[config.mk]
export PLATFORM = sky130hd
export DESIGN_NAME = alu_issue_ctrl
export DESIGN_NICKNAME = d
export VERILOG_FILES = /design/src/rtl/alu_issue_ctrl.sv
export SDC_FILE = /design/constraint.sdc
export NUM_CORES = 1
export LEC_CHECK = 0
export ABC_AREA = 1
export ABC_CLOCK_PERIOD_IN_PS = 5900
export BUFFER_PORTS_ARGS = -buffer_cell sky130_fd_sc_hd__buf_2
export CORE_ASPECT_RATIO = 1.2
export CORE_MARGIN = 4
export CORE_UTILIZATION = 36
export CTS_CLUSTER_SIZE = 20
export DETAILED_ROUTE_END_ITERATION = 16
export SLEW_MARGIN = 20
export SYNTH_ARGS = -nofsm -noshare
export SYNTH_HDL_FRONTEND = slang
export SYNTH_SLANG_ARGS = --single-unit
[constraint.sdc]
create_clock -name clk -period 5.9 [get_ports clk]
set_clock_uncertainty 0.05 [all_clocks]
set_input_delay 0.59 -clock clk [delete_from_list [all_inputs] [get_ports clk]]
set_output_delay 0.59 -clock clk [all_outputs]
set_load 0.03 [all_outputs]
[src/rtl/alu_issue_ctrl.sv]
// Three-state issue/writeback sequencer feeding a combinational ALU from an internal register file.
// Optional performance counters are enabled by defining ALU_ISSUE_PERF_EN.
module alu_issue_ctrl #(
  parameter int unsigned NREGS     = 16,
  parameter logic [3:0]  RST_FLAGS = 4'b0000
) (
  input  logic        clk,
  input  logic        rst,
  input  logic        in_valid,
  output logic        in_ready,
  input  logic [31:0] in_instr,
  output logic [31:0] alu_inf,
  output logic [31:0] alu_a,
  output logic [31:0] alu_b,
  input  logic [31:0] alu_r,
  input  logic        alu_n,
  input  logic        alu_z,
  input  logic        alu_c,
  input  logic        alu_v,
  output logic        resp_valid,
  output logic [3:0]  resp_rd,
  output logic [31:0] resp_data,
  output logic        resp_wen,
  output logic        resp_err,
  output logic [3:0]  flags_nzcv,
  input  logic [3:0]  dbg_raddr,
  output logic [31:0] dbg_rdata
`ifdef ALU_ISSUE_PERF_EN
  ,
  output logic [31:0] perf_issued,
  output logic [31:0] perf_skipped,
  output logic [31:0] perf_illegal
`endif
);

  typedef enum logic [1:0] {IDLE, EXEC, WB} state_t;

  state_t      state, state_n;
  logic [31:0] rf [NREGS];
  logic [3:0]  rd_q, op_q, cap_f;
  logic        s_q, pass_q;
  logic [31:0] cap_r;
  logic        is_alu, legal, rd_ok, wen, fwen;

  function automatic logic cond_pass(input logic [3:0] cond, input logic [3:0] f);
    logic n, z, c, v;
    logic res;
    {n, z, c, v} = f;
    case (cond)
      4'h0:    res = z;
      4'h1:    res = !z;
      4'h2:    res = c;
      4'h3:    res = !c;
      4'h4:    res = n;
      4'h5:    res = !n;
      4'h6:    res = v;
      4'h7:    res = !v;
      4'h8:    res = c && !z;
      4'h9:    res = !c || z;
      4'hA:    res = (n == v);
      4'hB:    res = (n != v);
      4'hC:    res = !z && (n == v);
      4'hD:    res = z || (n != v);
      4'hE:    res = 1'b1;
      default: res = 1'b0;
    endcase
    return res;
  endfunction

  // Indices beyond NREGS read as zero and are never written.
  function automatic logic [31:0] rf_read(input logic [3:0] idx);
    logic [31:0] val;
    val = '0;
    if (32'(idx) < NREGS) val = rf[idx];
    return val;
  endfunction

  assign is_alu = !op_q[3];
  assign legal  = is_alu || (op_q == 4'b1000);
  assign rd_ok  = 32'(rd_q) < NREGS;
  assign wen    = is_alu && pass_q && rd_ok;
  assign fwen   = pass_q && ((is_alu && s_q) || (op_q == 4'b1000));

  always_comb dbg_rdata = rf_read(dbg_raddr);

  always_comb begin
    state_n    = state;
    in_ready   = 1'b0;
    resp_valid = 1'b0;
    resp_rd    = '0;
    resp_data  = '0;
    resp_wen   = 1'b0;
    resp_err   = 1'b0;
    case (state)
      IDLE: begin
        in_ready = 1'b1;
        if (in_valid) state_n = EXEC;
      end
      EXEC: state_n = WB;
      WB: begin
        resp_valid = 1'b1;
        resp_rd    = rd_q;
        resp_data  = legal ? cap_r : '0;
        resp_wen   = wen;
        resp_err   = !legal;
        state_n    = IDLE;
      end
      default: state_n = IDLE;
    endcase
  end

  always_ff @(posedge clk) begin
    if (rst) begin
      state      <= IDLE;
      alu_inf    <= '0;
      alu_a      <= '0;
      alu_b      <= '0;
      rd_q       <= '0;
      op_q       <= '0;
      s_q        <= 1'b0;
      pass_q     <= 1'b0;
      cap_r      <= '0;
      cap_f      <= '0;
      flags_nzcv <= RST_FLAGS;
      for (int unsigned i = 0; i < NREGS; i++) rf[i] <= '0;
`ifdef ALU_ISSUE_PERF_EN
      perf_issued  <= '0;
      perf_skipped <= '0;
      perf_illegal <= '0;
`endif
    end else begin
      state <= state_n;
      if (state == IDLE && in_valid) begin
        alu_inf <= in_instr;
        alu_a   <= rf_read(in_instr[18:15]);
        alu_b   <= rf_read(in_instr[14:11]);
        rd_q    <= in_instr[22:19];
        op_q    <= in_instr[27:24];
        s_q     <= in_instr[23];
        pass_q  <= cond_pass(in_instr[31:28], flags_nzcv);
      end
      if (state == EXEC) begin
        cap_r <= alu_r;
        cap_f <= {alu_n, alu_z, alu_c, alu_v};
      end
      if (state == WB) begin
        if (wen)  rf[rd_q]   <= cap_r;
        if (fwen) flags_nzcv <= cap_f;
`ifdef ALU_ISSUE_PERF_EN
        perf_issued <= perf_issued + 32'd1;
        if (legal && !pass_q) perf_skipped <= perf_skipped + 32'd1;
        if (!legal)           perf_illegal <= perf_illegal + 32'd1;
`endif
      end
    end
  end

endmodule

# Word-level counts from Yosys, hierarchy flattened
# Memories as Yosys holds them, arrays and structs flattened. A register that Yosys moved wholly into a read port is not among the register bits.
# Cells that the tools add are included.
# word_totals
reg_bits,84
mem_bits_rw,512
in_bits,75
output_inout_bits,172
word_cells,69
n_memories,1
# memory_table
name,depth,word_bits,rd,rd_clocked_by_memory_dff,wr,line_no,rtl
rf,16,32,3,2,16,39,logic [31:0] rf [NREGS];
# op_classes
n_eq_ne,20
n_mux,19
reduce_logical,20
# ops
operator,n
$mux 32,3
$eq 4x4->1 const B,8
$reduce_or 32->1,1
$eq 4x3->1 const B,4
$pmux 1 s15,1
$mux 1,11
$eq 4x2->1 const B,2
$mux 4,2
$logic_and 1x1->1,6
$logic_not 1->1,6
$eq 4x1->1 const B,1
$logic_not 4->1,1
$logic_or 1x1->1,4
$pmux 2 s2,1
$eq 2x1->1 const B,1
$eq 2x2->1 const B,1
$logic_not 2->1,1
$mux 2,1
$ne 2x2->1 const B,1
$reduce_and 2->1,1
$eq 1x1->1,1
$ne 1x1->1,1

# Longest topological paths before layout
# logic_depth
depth_word,8
depth_mapped,11
ltp_nobuf,10

# Least setup slack after synthesis
# Ideal clock, no wire load.
# synth_path
path_kind,register -> register
start,register state[1]
end,"memory rf[0][0], enable pin"
setup_time_ps,389
arrival_ps,2392
required_time_ps,5461
slack_ps,3068
stages_incl_launch_ff,10
cell_sequence,dfxtp_1 inv_2 nor2_4 nand2_2 nor2_4 nand2_4 nor3_4 nand2_4 buf_6 nand2_1
# synth_rtl
item,line_no,rtl
from (decl),38,"state_t state, state_n;"
from (signal assigned),132,state <= state_n;
to (decl),39,

# Worst setup path in the final report
# layout_path
start,input port dbg_raddr[0]
end,output port dbg_rdata[12]
# layout_via
elab_chain_len,1
# layout_rtl
item,line_no,rtl
from (decl),26,"input logic [3:0] dbg_raddr,"
$mem_v2 16x32,--,
to (decl),27,output logic [31:0] dbg_rdata
# No other way between the ends.

==> impl_metrics.yaml <==
synthesis:
  synthAdderAreaFrac: 0
  synth-simple-area-share: 0.187
  syn_nets: 4664
  synth-compound-area-share: 0.237
  synth_top_area_share: 0.411
  netlist-cell-type-count: 28
  ys_seq_elements: 651
  syn-cell-area_sq_mm: 0.0374
  synth-xor-area-share: 0
  syn_avg_cell_area_sq_um: 8.16
  synth_top_area_cell: "edfxtp_1"
  yosysWarnings: 0
  synth_area_leaders: "edfxtp_1 (41%), o21ai_0 (9.7%), a21oi_1 (8.0%)"
  syn_inst: 4589
  synth.area.mux_share: 0
  synth_top_family_by_area: "compound AO/OA/AOI/OAI gates"
  ys_seq_area_frac: 0.485
cells_and_area:
  postLayoutCellArea_sq_mm: 0.0413
  syn_to_final_growth_pct: 10.3
  final_nets: 4609
  drive_gt1_frac: 0.136
  fillers: 10400
  final_cell_mix: "o21ai_0 (724), a21oi_1 (595), edfxtp_1 (512), nand2_1 (461), nor2_1 (452)"
  diodes: 0
  mostFrequentLayoutCell: "o21ai_0"
  fin_util: 0.401
  final_cells: 5969
detailed_routing:
  drt_pre_antenna_iters: 8
  via_per_inst: 5.91
  drtIter0Drc: 4982
  drcViolationCount: 0
  wl_per_cell_microns: 25.5
  vias: 35300
  ant_nets: 0
  drt-total-wl_microns: 152000
placed_design:
  io_buffer_count: 246
  gp_congestion: 0.862
  dp_cells: 5833
  dp_slack_ps: 1990
  dp.final_hpwl_microns: 91100
  place_area_sq_mm: 0.0389
clocking:
  cts.htree.levels: 3
  post-cts-setup-buffers: 0
  cts-resized-gates: 0
  tritoncts: "yes"
  cts_root_buf: "clkbuf_16"
  clk_latency_ps: 640
  cts_num_sinks: 651
  clk_path_buf_depth: 3
  path_clk_slew_ps: 60
  cts_hold_buf: 0
  numCtsBuffers: 74
global_route:
  grt_start_max_net_pins: 210
  grt_pass1_wl_microns: 220000
  grtUsageTotal: 0.270
  grt_pass1_vias: 32800
  antenna_found_initial: 7
  gr-total-overflow: 0
timing:
  worst_slew_pin_slew_ps: 1260
  tns_ps: 0
  max_freq_mhz: 257
  fin_crit_ps: 3900
  slew_viol_final: 0
  period_share: 0.661
  layout_setup_ws_ps: 2000
  rsz0062_at_grt: "no"
  setup_viol: 0
  slew_headroom: 0.156
  finalHoldViolations: 0
  whs_ps: 159
worst_setup_path:
  crit_type: "in2out"
  critPathRequiredTime_ps: 5260
  crit_path_top_delay_cell: "buf_8"
  crit_family: "buffers and inverters"
  cp.arrival_ps: 3260
  slowest_delay_ps: 630
  critPathMaxFanout: 170
  cp_num_buf_inv: 4
  crit_chain: "buf_8, buf_4, buf_4, a21oi_1, o21ai_0, nand2_1, o221ai_1, nand2_1, buf_2"
  critPathLaunchType: "primary input"
  cp-end-kind: "output port"
worst_hold_path:
  hold_class: "in2reg"
outcome:
  outcome: "complete, no violations"
die:
  start_util: 0.363
  die_y_microns: 361
  dieArea_sq_mm: 0.109
  rows: 129
  core_area_sq_mm: 0.103
  die_w_microns: 302
  io_pins: 247
power:
  p_leak_nw: 15.2
  power_mw: 11.8
  p_per_area_mw_per_mm2: 286
  vdd_drop_max_v: 0.000222
run:
  drv_cap: 0
[cell usage after synthesis, drive strengths merged]
master,n
o211ai,260
a21oi,595
inv,314
nor3b,36
nor3,61
edfxtp,512
o21ai,733
o22ai,7
nor2,625
o221ai,25
clkinv,33
nand2,498
nand4,1
nand3,314
clkbuf,247
dfxtp,139
buf,189
[registers in the layout, summed over array words and instances, names as in the netlist, 2 cells and up]
register / flops
alu_inf: 32
alu_b: 32
cap_f: 4
rf: 512
cap_r: 32
flags_nzcv: 4
alu_a: 32
state: 2
[power breakdown]
group          internal [mW]  switching [mW]  leakage, nW  total (mW)
clock                   2.75            1.96         1.17        4.70
sequential              5.13           0.143         6.44        5.28
combinational          0.432            1.39         7.56        1.83
total                   8.31            3.49         15.2        11.8
[layer usage]
layer	part of all wire	vias to the layer above	track usage
met5	0.00022	-	0
met4	0.066	4	0.159
met3	0.10	430	0.0500
met2	0.46	2144	0.433
met1	0.37	16800	0.341
li1	-	15900	-
[cell type report]
| cell class | instances | area, sq um | share of cell area |
|---|---|---|---|
| Multi-Input combinational cell | 3155 | 15900 | 0.385 |
| Tap cell | 1375 | 1720 | 0.0416 |
| Clock inverter | 17 | 184 | 0.00445 |
| Sequential cell | 651 | 18200 | 0.440 |
| Inverter | 347 | 1310 | 0.0317 |
| Timing Repair Buffer | 305 | 1810 | 0.0437 |
| Clock buffer | 119 | 2220 | 0.0537 |
[path summary, 6_finish.rpt]
kind / from / slack [ps] / end / depth (start not counted)
worst max-delay path: dbg_raddr[0] / 2000 / dbg_rdata[12] / 9
worst min-delay path: in_instr[7] / 160 / alu_inf[7] / 3
worst max register to register: state[1] / 2480 / rf[11][30] / 9
worst min register to register: alu_inf[17] / 420 / alu_inf[17] / 2
[worst reg2reg max path, cell delays in order, from the launching register on]
cell and delay [ps]:
dfxtp_1 340, inv_2 70, nor2_4 130, nand2_2 80, nor2_4 150, nand2_4 120
nor3_4 380, nand2_4 480, nand2_2 980, buf_4 340
[logic make-up after synthesis]
logic type             after synthesis
AND/OR/NAND/NOR                   1535
buffers and inverters              783
flip-flops                         651
AO/OA/AOI/OAI                     1620
Power figures use the tool's default switching activity.
